===== src/rtl/mem_arbiter_pkg.sv =====
// Shared memory-port types for the core plus the register image of the
// instruction/data memory arbiter.
//   mem_in_type  (72b): request  {valid, instr, mode[1:0], addr, wdata, wstrb}
//   mem_out_type (34b): response {ready, error, rdata}
package mem_arbiter_pkg;

    // Counter width held in the arbiter register image.
    localparam int MEM_ARB_TW = 16;

    typedef struct packed {
        logic        mem_valid;
        logic        mem_instr;
        logic [1:0]  mem_mode;
        logic [31:0] mem_addr;
        logic [31:0] mem_wdata;
        logic [3:0]  mem_wstrb;
    } mem_in_type;

    typedef struct packed {
        logic        mem_ready;
        logic        mem_error;
        logic [31:0] mem_rdata;
    } mem_out_type;

    localparam mem_in_type  init_mem_in  = '0;
    localparam mem_out_type init_mem_out = '0;

    typedef enum logic [1:0] {
        IDLE   = 2'd0,
        BUSY_I = 2'd1,
        BUSY_D = 2'd2
    } arb_state_type;

    typedef enum logic {
        GRANT_I = 1'b0,
        GRANT_D = 1'b1
    } grant_type;

    typedef struct packed {
        arb_state_type          state;
        grant_type              last_grant;
        logic                   pend_i_valid;
        mem_in_type             pend_i;
        logic                   pend_d_valid;
        mem_in_type             pend_d;
        logic [MEM_ARB_TW-1:0]  counter;
    } mem_arbiter_reg_type;

    localparam mem_arbiter_reg_type init_mem_arbiter_reg = '{
        state:        IDLE,
        last_grant:   GRANT_I,
        pend_i_valid: 1'b0,
        pend_i:       init_mem_in,
        pend_d_valid: 1'b0,
        pend_d:       init_mem_in,
        counter:      '0
    };

endpackage


===== src/rtl/mem_arbiter.sv =====
// Shares one memory port between instruction fetch and the load/store unit.
// One outstanding request per requester, round-robin on contention, an
// optional bus timeout that turns a hung access into an error response.
// Ports:
//   clock, reset        : clock, synchronous active-high reset
//   imem_in / imem_out  : fetch request / response
//   dmem_in / dmem_out  : load/store request / response
//   mem_in  / mem_out   : request to / response from memory
// TW must cover TIMEOUT (TIMEOUT < 2**TW); TIMEOUT = 0 disables the timeout.
module mem_arbiter
    import mem_arbiter_pkg::*;
#(
    parameter int TIMEOUT = 0,
    parameter int TW      = MEM_ARB_TW
) (
    input  logic        clock,
    input  logic        reset,
    input  mem_in_type  imem_in,
    output mem_out_type imem_out,
    input  mem_in_type  dmem_in,
    output mem_out_type dmem_out,
    output mem_in_type  mem_in,
    input  mem_out_type mem_out
);

    localparam logic [TW-1:0] TMO = TW'(TIMEOUT);
    localparam mem_out_type   TMO_RSP = '{mem_ready: 1'b1, mem_error: 1'b1, mem_rdata: 32'h0};

    mem_arbiter_reg_type r, rin;

    logic                  live_i, live_d, cand_i, cand_d;
    logic                  fwd_i, fwd_d, tmo_hit;
    mem_in_type            req_i, req_d;
    logic [MEM_ARB_TW-1:0] cnt_inc;

    always_comb begin
        rin      = r;
        mem_in   = init_mem_in;
        imem_out = init_mem_out;
        dmem_out = init_mem_out;
        fwd_i    = 1'b0;
        fwd_d    = 1'b0;

        // A pulse from a requester that already has a request pending or in
        // flight is a protocol violation and is dropped here.
        live_i = imem_in.mem_valid && !r.pend_i_valid && (r.state != BUSY_I);
        live_d = dmem_in.mem_valid && !r.pend_d_valid && (r.state != BUSY_D);
        cand_i = r.pend_i_valid || live_i;
        cand_d = r.pend_d_valid || live_d;
        req_i  = r.pend_i_valid ? r.pend_i : imem_in;
        req_d  = r.pend_d_valid ? r.pend_d : dmem_in;

        // Fires on the TIMEOUT-th busy cycle (counter is 0 in the first one).
        cnt_inc = r.counter + 1'b1;
        tmo_hit = (TIMEOUT > 0) && (TW'(cnt_inc) == TMO);

        unique case (r.state)
            IDLE: begin
                if (cand_i || cand_d) begin
                    // On contention the requester not granted last wins.
                    fwd_d       = cand_d && (!cand_i || r.last_grant == GRANT_I);
                    fwd_i       = !fwd_d;
                    rin.counter = '0;
                    if (fwd_d) begin
                        mem_in           = req_d;
                        rin.state        = BUSY_D;
                        rin.pend_d_valid = 1'b0;
                    end else begin
                        mem_in           = req_i;
                        rin.state        = BUSY_I;
                        rin.pend_i_valid = 1'b0;
                    end
                    mem_in.mem_valid = 1'b1;
                end
            end
            BUSY_I: begin
                if (mem_out.mem_ready) begin
                    imem_out       = mem_out;
                    rin.state      = IDLE;
                    rin.last_grant = GRANT_I;
                end else if (tmo_hit) begin
                    imem_out       = TMO_RSP;
                    rin.state      = IDLE;
                    rin.last_grant = GRANT_I;
                end else begin
                    rin.counter = cnt_inc;
                end
            end
            BUSY_D: begin
                if (mem_out.mem_ready) begin
                    dmem_out       = mem_out;
                    rin.state      = IDLE;
                    rin.last_grant = GRANT_D;
                end else if (tmo_hit) begin
                    dmem_out       = TMO_RSP;
                    rin.state      = IDLE;
                    rin.last_grant = GRANT_D;
                end else begin
                    rin.counter = cnt_inc;
                end
            end
            default: rin.state = IDLE;
        endcase

        // Live requests not forwarded this cycle wait in their slot.
        if (live_i && !fwd_i) begin
            rin.pend_i_valid = 1'b1;
            rin.pend_i       = imem_in;
        end
        if (live_d && !fwd_d) begin
            rin.pend_d_valid = 1'b1;
            rin.pend_d       = dmem_in;
        end

        if (reset) begin
            mem_in   = init_mem_in;
            imem_out = init_mem_out;
            dmem_out = init_mem_out;
        end
    end

    always_ff @(posedge clock) begin
        if (reset) r <= init_mem_arbiter_reg;
        else       r <= rin;
    end

endmodule


===== config.mk =====
export PLATFORM = sky130hd
export DESIGN_NAME = mem_arbiter
export DESIGN_NICKNAME = d
export VERILOG_FILES = /design/src/rtl/mem_arbiter_pkg.sv /design/src/rtl/mem_arbiter.sv
export SDC_FILE = /design/constraint.sdc
export NUM_CORES = 1
export LEC_CHECK = 0
export ABC_CLOCK_PERIOD_IN_PS = 2100
export BUFFER_PORTS_ARGS = -buffer_cell sky130_fd_sc_hd__buf_2
export CORE_MARGIN = 2
export CORE_UTILIZATION = 50
export CTS_BUF_LIST = sky130_fd_sc_hd__clkbuf_16
export CTS_CLUSTER_DIAMETER = 60
export CTS_CLUSTER_SIZE = 16
export DETAILED_ROUTE_END_ITERATION = 7
export MAX_ROUTING_LAYER = met4
export PLACE_DENSITY = 0.91
export SYNTH_ARGS = -nofsm -noshare
export SYNTH_HDL_FRONTEND = slang
export SYNTH_SLANG_ARGS = --single-unit

===== constraint.sdc =====
create_clock -name clock -period 2.1 [get_ports clock]
set_input_delay 0.42 -clock clock [delete_from_list [all_inputs] [get_ports clock]]
set_output_delay 0.42 -clock clock [all_outputs]
set_load 0.02 [all_outputs]

==> results.toml <==
[setup_path]
crit_family = "buffers and inverters"
required_ns = 1.68
slowest_delay_ns = 0.43
path_buf_inv = 3
arrival_ns = 2.02
worstSetupStartpointType = "flip-flop"
end_kind = "output port"
worstPathMaxFanout = 8
crit_chain = "buf_8 -> buf_16 -> mux2i_1 -> o32a_1 -> nor2_2 -> buf_6"
cp_slowest_cell = "dfxtp_4"
worstSetupPathType = "reg2out"

[timing]
slew_viol_final = 0
clock_skew_ns = 0.00775
min_period_over_period_pct = 116
setup_violations = 139
relSlewSlack_pct = 29.8
finalCriticalPeriod_ns = 2.44
hold_viol_final = 0
rsz0062_at_grt = "true"
worst_slack_ns = -0.343
worstMarginPinSlew_ns = 1.05
fmax_mhz = 409
setup_tns_ns = -23.11

[cells_and_area]
drive_gt1_share_pct = 39.2
largest_reg_flops = 147
final_area_mm2 = 0.0131
top_register = "r"
fillers = 1055
final_util_pct = 76.6
largestRegisters = "r: 147 flops"
nNetsFinal = 1566
syn_to_final_growth_pct = 51.1

[placed_design]
dp_hpwl_um = 20400
placed_area_mm2 = 0.0106
port_buffers = 319
gp_congestion = 0.928

[routing]
routed_wl_um = 40800
wire_per_inst_um = 25.0
ant_nets = 0
vias = 11125
drt_iter0_markers = 1821
drt_pass1_iterations = 6
remaining_drc_errors = 0
vias_per_cell = 6.80

[yosys]
synth_cell_types = 29
synthCells = 1092
syn_nets = 1272
synth-seq-area-share_pct = 33.9
netlist_area_mm2 = 0.00868
syn_area_per_cell_um2 = 7.95
yosysWarnings = 0
ys_ff_latch = 147

[outcome]
outcome = "complete, but fails checks"
failed_checks = "setup timing"

[clock_tree]
postCtsHoldBufs = 0
htreeDepth = 4
cts_max_path_buffers = 2
numCtsBuffers = 17
cts_tree = "done"
cts_root_buf = "clkbuf_16"
clock-sinks = 147
clk_pin_slew_ns = 0.06
clock_latency_ns = 0.43

[die]
rows = 48
chipHeight_um = 136
ios = 320
dieArea_mm2 = 0.0184
fp.dieW_um = 136
core_area_mm2 = 0.0171
initial_core_util_pct = 50.7

[global_route]
grt_usage_pct = 39.6
grt_pass1_wl_um = 55100
grt_antenna_before_repair = 9
grt_max_degree = 94
first_global_vias = 9996
grt_overflow = 0

[worst_hold_path]
hp-class = "in2reg"

[flow_run]
maxCapViolations = 0

[power_and_ir_drop]
ir_drop_v = 0.000652
power.leakage_uw = 0.00511
power.density_mw_per_mm2 = 747
[metrics by stage]
stage	hold WS (ns)	power, uW	setup WS [ns]	std cells
final	0.253	9790	-0.343	1635
after detailed placement	0.467	6050	0.0505	1542
after global placement	0.458	5970	0.0598	1542
after global routing	0.249	10000	-0.355	1634
after floorplan	0.454	5010	0.0948	1092
after CTS	0.243	9320	-0.195	1608
[layer usage]
metal | part of all wire [%] | routed length [um] | global-route usage (%) | vias up
li1 | - | - | - | 4605
met1 | 35 | 14300 | 49.1 | 5178
met2 | 44 | 18000 | 59.7 | 1052
met3 | 14 | 5550 | 9.80 | 290
met4 | 7.2 | 2930 | 20.8 | 0
met5 | 0 | 0 | - | -
[timing repair]
item,CTS,global route
resized for setup,271,96
buffers inserted,22,3
endpoints found under the hold margin,0,0
endpoints found under the setup margin,139,141
gates cloned,12,14
pin swaps,45,34
[kinds of logic after synthesis]
| family | Yosys count | share of synthesized area (%) |
|---|---|---|
| compound gates | 371 | 25.9 |
| simple gates | 296 | 17.0 |
| flops | 147 | 33.9 |
| mux | 143 | 16.5 |
| buf+inv | 135 | 6.65 |
[worst min-delay path, cell delays in order]
cell and delay (ns):
buf_2 0.10, nand3_1 0.05, a21oi_1 0.05
[power breakdown]
part / switching [uW] / internal (uW) / leakage, uW / total, uW
Clock: 1220 / 1660 / 0.000271 / 2880
Combinational: 2180 / 1610 / 0.00364 / 3790
Sequential: 127 / 2990 / 0.00120 / 3120
Total: 3520 / 6270 / 0.00511 / 9790
[cell usage in the layout, fill, tap and decap left out, types with 66 or more instances in the layout]
cell	count
buf_2	178
a21oi_1	144
nand3_1	142
dfxtp_1	142
mux2i_1	134
o21ai_0	122
buf_6	96
buf_4	83
o32a_1	71
and2_4	66
[layout make-up]
type                    instances  area [um^2]  area share (%)
multi-input cells             810         5520            42.1
repair buffers                408         3770            28.7
flip-flops and latches        147         2960            22.6
clock buffers                  18          450            3.44
well taps                     225          282            2.15
clock inverters                14         95.1           0.725
diodes                         11         27.5           0.210
inverters                       2         7.51          0.0573
[synthesized netlist by cell type]
cell type  count  area share [%]
and2_1        66             4.8
o32a_1        71             8.2
or3_1          1           0.072
inv_1          1           0.043
o21a_1         2            0.17
a21oi_1      146             8.4
nor2_1        72             3.1
nand2_1        5            0.22
nor2b_1        3            0.22
o21ai_2        2            0.20
buf_2         43             2.5
nand2b_1       3            0.22
buf_1          5            0.22
buf_6          1            0.13
clkinv_1       1           0.043
mux2_2         1            0.13
buf_4          2            0.17
a311oi_1       2            0.20
nand3_1      142             8.2
mux2i_1      142              16
dfxtp_1      147              34
clkbuf_2       1           0.058
o21ai_1       23             1.3
o22a_1         1            0.10
o21ai_0      122             7.0
clkbuf_1      81             3.5
o21bai_1       1           0.087
a21oi_4        1            0.19
nor3_1         4            0.23
[path summary, 6_finish.rpt]
check | from | endpoint | slack (ns) | cells past startpoint
hold reg to reg | r[47] | r[47] | 0.47 | 2
setup / recovery | r[88] | mem_in[68] | -0.34 | 6
setup reg to reg | r[164] | r[27] | 0.10 | 8
hold / removal | dmem_in[4] | r[20] | 0.25 | 3
(Power assumes the default switching activity.)
